File: src/rtl/gauss_blur3x3.sv
// Streaming 3x3 Gaussian smoother (1 2 1 / 2 4 2 / 1 2 1, rounded >>4); border pixels pass through raw.
// Optional sticky input-address checker with `err` port: define ADDR_CHECK_EN.
//
// state    | meaning
// ---------+-----------------------------------------------------------
// S_FILL   | fewer than IMG_W+1 pixels accepted, no output yet
// S_STREAM | each accepted input emits output n-(IMG_W+1)
// S_FLUSH  | all inputs taken; emit last IMG_W+1 (border) outputs, 1/cycle
// S_DONE   | image complete, done=1, inputs ignored until rst
module gauss_blur3x3 #(
    parameter int IMG_W  = 128,
    parameter int ADDR_W = 14
) (
    input  logic              clk,
    input  logic              rst,
    input  logic              in_valid,
    input  logic [ADDR_W-1:0] in_addr,
    input  logic [7:0]        in_data,
    output logic              out_valid,
    output logic [ADDR_W-1:0] out_addr,
    output logic [7:0]        out_data,
    output logic              done
`ifdef ADDR_CHECK_EN
    ,
    output logic              err
`endif
);

    localparam int LOG_W = $clog2(IMG_W);
    localparam int ROW_W = ADDR_W - LOG_W;

    localparam logic [ADDR_W:0]   CNT_FILL_LAST  = (ADDR_W+1)'(IMG_W);
    localparam logic [ADDR_W:0]   CNT_IN_LAST    = (ADDR_W+1)'((1 << ADDR_W) - 1);
    localparam logic [ADDR_W:0]   CNT_FLUSH_LAST = (ADDR_W+1)'((1 << ADDR_W) + IMG_W);
    localparam logic [ADDR_W:0]   CNT_ONE        = (ADDR_W+1)'(1);
    localparam logic [ADDR_W-1:0] K_OFFSET       = ADDR_W'(IMG_W + 1);

    typedef enum logic [1:0] {
        S_FILL,
        S_STREAM,
        S_FLUSH,
        S_DONE
    } state_t;

    state_t            state_q, state_d;
    logic [ADDR_W:0]   n_q, n_d;
    logic              adv;
    logic              emit;

    logic              out_valid_q, out_valid_d;
    logic [ADDR_W-1:0] out_addr_q, out_addr_d;
    logic [7:0]        out_data_q, out_data_d;
    logic              done_q, done_d;

    logic [LOG_W-1:0]  ptr;
    logic [7:0]        lb1_mem [IMG_W];
    logic [7:0]        lb2_mem [IMG_W];
    logic [7:0]        lb1_rd;
    logic [7:0]        lb2_rd;
    logic [7:0]        new_bot;

    // Window columns: col0 = two samples back, col1 = one sample back; index 0 top, 2 bottom
    logic [7:0]        col0_q [3];
    logic [7:0]        col1_q [3];

    logic [ADDR_W-1:0] k;
    logic [ROW_W-1:0]  k_row;
    logic [LOG_W-1:0]  k_col;
    logic              border;
    logic [11:0]       sum;
    logic [7:0]        blur;
    logic [7:0]        pix_out;

    always_ff @(posedge clk) begin
        if (rst) begin
            state_q <= S_FILL;
            n_q     <= '0;
        end else begin
            state_q <= state_d;
            n_q     <= n_d;
        end
    end

    always_comb begin
        state_d = state_q;
        n_d     = n_q;
        adv     = 1'b0;
        emit    = 1'b0;
        case (state_q)
            S_FILL: begin
                if (in_valid) begin
                    adv = 1'b1;
                    if (n_q == CNT_FILL_LAST) state_d = S_STREAM;
                end
            end
            S_STREAM: begin
                if (in_valid) begin
                    adv  = 1'b1;
                    emit = 1'b1;
                    if (n_q == CNT_IN_LAST) state_d = S_FLUSH;
                end
            end
            S_FLUSH: begin
                adv  = 1'b1;
                emit = 1'b1;
                if (n_q == CNT_FLUSH_LAST) state_d = S_DONE;
            end
            S_DONE: begin
                state_d = S_DONE;
            end
            default: state_d = S_FILL;
        endcase
        if (adv) n_d = n_q + CNT_ONE;
    end

    // Flush keeps the history shifting with dummy samples; only border (raw) outputs remain then
    assign new_bot = (state_q == S_FLUSH) ? 8'd0 : in_data;
    assign ptr     = n_q[LOG_W-1:0];
    assign lb1_rd  = lb1_mem[ptr];
    assign lb2_rd  = lb2_mem[ptr];

    always_ff @(posedge clk) begin
        if (adv) begin
            lb1_mem[ptr] <= new_bot;
            lb2_mem[ptr] <= lb1_rd;
            for (int i = 0; i < 3; i++) begin
                col0_q[i] <= col1_q[i];
            end
            col1_q[0] <= lb2_rd;
            col1_q[1] <= lb1_rd;
            col1_q[2] <= new_bot;
        end
    end

    assign k      = n_q[ADDR_W-1:0] - K_OFFSET;
    assign k_row  = k[ADDR_W-1:LOG_W];
    assign k_col  = k[LOG_W-1:0];
    assign border = (k_row == '0) || (k_row == '1) || (k_col == '0) || (k_col == '1);

    assign sum = 12'(col0_q[0])         + (12'(col1_q[0]) << 1) + 12'(lb2_rd)
               + (12'(col0_q[1]) << 1)  + (12'(col1_q[1]) << 2) + (12'(lb1_rd) << 1)
               + 12'(col0_q[2])         + (12'(col1_q[2]) << 1) + 12'(new_bot);

    assign blur    = 8'((sum + 12'd8) >> 4);
    assign pix_out = border ? col1_q[1] : blur;

    always_comb begin
        out_valid_d = emit;
        out_addr_d  = out_addr_q;
        out_data_d  = out_data_q;
        done_d      = (state_q == S_DONE);
        if (emit) begin
            out_addr_d = k;
            out_data_d = pix_out;
        end
    end

    always_ff @(posedge clk) begin
        if (rst) begin
            out_valid_q <= 1'b0;
            out_addr_q  <= '0;
            out_data_q  <= '0;
            done_q      <= 1'b0;
        end else begin
            out_valid_q <= out_valid_d;
            out_addr_q  <= out_addr_d;
            out_data_q  <= out_data_d;
            done_q      <= done_d;
        end
    end

    assign out_valid = out_valid_q;
    assign out_addr  = out_addr_q;
    assign out_data  = out_data_q;
    assign done      = done_q;

`ifdef ADDR_CHECK_EN
    logic err_q, err_d;

    always_comb begin
        err_d = err_q;
        if (adv && (state_q != S_FLUSH) && (in_addr != n_q[ADDR_W-1:0])) err_d = 1'b1;
    end

    always_ff @(posedge clk) begin
        if (rst) err_q <= 1'b0;
        else     err_q <= err_d;
    end

    assign err = err_q;
`else
    logic unused_in_addr;
    assign unused_in_addr = ^in_addr;
`endif

endmodule

File: config.mk
export PLATFORM = sky130hd
export DESIGN_NAME = gauss_blur3x3
export DESIGN_NICKNAME = d
export VERILOG_FILES = /design/src/rtl/gauss_blur3x3.sv
export SDC_FILE = /design/constraint.sdc
export NUM_CORES = 2
export LEC_CHECK = 0
export ABC_CLOCK_PERIOD_IN_PS = 22700
export BUFFER_PORTS_ARGS = -buffer_cell sky130_fd_sc_hd__buf_2
export CORE_MARGIN = 2
export CORE_UTILIZATION = 52
export CTS_CLUSTER_DIAMETER = 40
export DETAILED_ROUTE_END_ITERATION = 10
export GPL_ROUTABILITY_DRIVEN = 0
export PLACE_DENSITY = 0.67
export SLEW_MARGIN = 20
export SYNTH_ARGS = -nofsm -noshare
export SYNTH_HDL_FRONTEND = slang
export SYNTH_SLANG_ARGS = --single-unit
export TNS_END_PERCENT = 50
File: constraint.sdc
create_clock -name clk -period 22.7 [get_ports clk]
set_input_delay 5.675 -clock clk [delete_from_list [all_inputs] [get_ports clk]]
set_output_delay 5.675 -clock clk [all_outputs]
set_load 0.05 [all_outputs]
==> impl_metrics.tcl <==
set metrics [dict create \
    fillers 11200 \
    rsz0062_at_grt "false" \
    cts_tree "built" \
    cts_setup_buffers 0 \
    detailed_place_hpwl_um 105000 \
    worstPathMaxFanout 105 \
    tightest_slew_ns 1.14 \
    syn_area_mm2 0.0840 \
    internal_power_uw 6900 \
    crit_buf_inv 4 \
    crit_family "multiplexers" \
    finalCritPeriodShare_pct 42.0 \
    cts_buffers 223 \
    pwr-share-clk_pct 39.3 \
    switching_share_pct 23.9 \
    multi_input_area_mm2 0.0191 \
    cp_slowest_stage_delay_ns 0.84 \
    core_area_mm2 0.160 \
    crit_top_cell "fa_1" \
    cap_violations 0 \
    post_cts_resized 0 \
    worstPathArrival_ns 10.25 \
    seq_power_share_pct 49.0 \
    hp-class "flop to flop" \
    synth-seq-cells 2144 \
    path_cells "buf_4, buf_12, buf_4, mux4_2, mux4_2, mux4_2, mux2i_1, fa_1, fa_1, fa_1, inv_1, fa_1, ha_1, a21oi_1, nand2_1, a21o_1, a311o_1, a21oi_1, xnor2_1, a311o_1" \
    drive_above_1_share_pct 32.3 \
    slew_headroom_pct 23.7 \
    async_reset_ff_share_pct 0 \
    grt-ovfl-total 0 \
    die_h_um 406 \
    avgSynthCellArea_um2 23.3 \
    cpMaxStageDelayCell "buf_4" \
    vias 37800 \
    synth_top_flop_cell "edfxtp_1" \
    powerDensity_mw_per_mm2 95.7 \
    synth_edf_count 2096 \
    grt_pass1_vias 38300 \
    p_leak_uw 0.0290 \
    endpoint_kind "flop" \
    seq_area_frac_synth_pct 76.1 \
    startpoint_type "flop" \
    setup-violations-final 0 \
    seq_area_mm2 0.0639 \
    holdWs_ns 0.453 \
    dr.pass1.iters 5 \
    fmax_ghz 0.105 \
    fin_crit_ns 9.54 \
    drc 0 \
    clkTransAtPathRegs_ns 0.06 \
    synth_nets 3709 \
    power_frac_comb_pct 11.8 \
    wl_per_cell_um 29.5 \
    ys_types 61 \
    holdBufCountCts 0 \
    syn_inst 3602 \
    cts_root_buf "clkbuf_16" \
    rows 147 \
    io_pins 49 \
    ir_drop_mv 0.0926 \
    wl_um 183000 \
    dieWidth_um 406 \
    antenna_found_initial 18 \
    port_buffers 34 \
    h-tree-depth 4 \
    start_util_pct 52.3 \
    die_area_mm2 0.165 \
    yosys.area.top_type_share_pct 75.0 \
    drt_first_iter_violations 4428 \
    yosys.area.top_type "edfxtp_1" \
    grt.total_usage_pct 22.7 \
    finalHoldViolations 0 \
    finClkSkew_ns 0.0291 \
    clk_latency_ns 0.85 \
    switchingPower_uw 2170 \
    nNetsFinal 3940 \
    grt_max_degree 137 \
    setup-tns-final_ns 0 \
    min_from "col1_q[0][14]$_DFFE_PN_" \
    cts.sinks 2144 \
    ant_nets 0 \
    area_delta_synth_final_pct 12.8 \
    viasPerCell 6.11 \
    outcome "finished, final reports clean" \
    ys_warn_count 0 \
    fin_ws_ns 13.16 \
    critical_path_class "flop to flop" \
    drv_slew 0 \
    synth_area_leaders "edfxtp_1 75%, mux4_2 18%, fa_1 1.3%" \
    pre_cts_slack_ns 12.58 \
    cts-root-to-sink-buffers 3 \
    grt_pass1_wl_um 267000 \
    cp.required_ns 23.42 \
]
## registers in the layout, summed over array words and instances (netlist names), named ones only
register   cells
lb2_mem     1024
n_q           15
out_addr      14
state_q        2
out_valid      1
out_data       8
col0_q        24
lb1_mem     1024
done           1
col1_q        24
## stage by stage
| stage | instances | util (%) | power (uW) | cell area, um2 |
|---|---|---|---|---|
| floorplan | 3602 | - | 5300 | 84000 |
| global placement | 5768 | 54.5 | 5570 | 87500 |
| detailed placement | 5768 | 54.5 | 5590 | 87500 |
| CTS | 6187 | 59.0 | 9120 | 94700 |
| global route | 6188 | 59.1 | 9380 | 94700 |
| finish | 6189 | 59.1 | 9060 | 94700 |
## worst register-to-register path: stages (launching register included)
cell and delay [ns]:
dfxtp_4 0.65, buf_4 0.74, buf_12 0.76, buf_4 0.97, mux4_2 0.68, mux4_2 0.56
mux4_2 0.54, mux2i_1 0.69, fa_1 0.55, fa_1 0.41, fa_1 0.52, inv_1 0.05
fa_1 0.43, ha_1 0.32, a21oi_1 0.20, nand2_1 0.12, a21o_1 0.24, a311o_1 0.36
a21oi_1 0.18, xnor2_1 0.10, a311o_1 0.36
## synth_stat cells (11+ instances only)
cell type,n
a21oi_1,25
nand2_1,47
dfxtp_1,48
nand3_1,17
inv_2,15
mux4_2,672
nor3_1,13
buf_1,11
buf_2,34
fa_1,53
inv_1,71
edfxtp_1,2096
and2_1,13
ha_1,29
mux2i_1,17
clkbuf_1,119
xnor2_1,18
nor2_1,174
buf_4,18
nor2b_1,11
## logic make-up (layout without fill, tap and decap cells)
family | after synthesis | in the layout | share of synthesized area (%)
DFF | 2144 | 2144 | 76.1
muxes | 691 | 691 | 18.3
and+or+nand+nor | 309 | 309 | 1.62
buffers and inverters | 274 | 699 | 1.40
adders and majority gates | 82 | 82 | 1.70
AOI/OAI and AO/OA | 75 | 75 | 0.626
xor gates and xnor gates | 27 | 27 | 0.282
other | 0 | 2 | 0
## layout make-up
type | instances | area share, %
diodes | 2 | 0.00528
clock buffers | 268 | 6.18
clock inverters | 151 | 1.44
inverters | 87 | 0.382
multi-input cells | 1184 | 20.2
flip-flops and latches | 2144 | 67.5
well taps | 2160 | 2.85
repair buffers | 193 | 1.50
## worst paths after layout
check | slack (ns) | endpoint | cells after the start
min | 0.45 | col0_q[0][14]$_DFFE_PN_ | 0
max reg2reg | 13.16 | out_data[4]$_SDFFE_PP0P_ | 20
min reg2reg | 0.45 | col0_q[0][14]$_DFFE_PN_ | 0
max | 13.16 | out_data[4]$_SDFFE_PP0P_ | 20
## power by group through the flow
stage          Sequential (uW)  Clock [uW]  Combinational (uW)
6_report                  4440        3560                1070
5_1_grt                   4440        3770                1170
4_1_cts                   4440        3610                1070
3_5_place_dp              4520           0                1060
3_3_place_gp              4520           0                1050
2_1_floorplan             4520           0                 779
## layer usage
metal  track usage (%)  up-vias  part of all wire, %  wire, um
li1                  -    15700                    -         -
met1              34.2    20400                   42     77300
met2              34.8     1532                   48     86900
met3              4.09      239                  7.9     14500
met4              6.10        0                  2.2      4030
met5                 0        -                    0         0
## cells in the final DEF (no fill, tap or decap), types with 15 or more instances in the layout
| cell | count |
|---|---|
| a21oi_1 | 25 |
| buf_2 | 34 |
| buf_4 | 154 |
| bufinv_16 | 16 |
| clkbuf_1 | 40 |
| clkbuf_16 | 228 |
| clkinv_1 | 49 |
| clkinv_2 | 28 |
| clkinvlp_4 | 19 |
| dfxtp_1 | 42 |
| edfxtp_1 | 2096 |
| fa_1 | 53 |
| ha_1 | 29 |
| inv_1 | 65 |
| mux2i_1 | 17 |
| mux4_2 | 672 |
| nand2_1 | 47 |
| nand3_1 | 15 |
| nor2_1 | 109 |
| nor2_2 | 59 |
| xnor2_1 | 18 |
No activity file was read; power rests on OpenSTA's default activity.
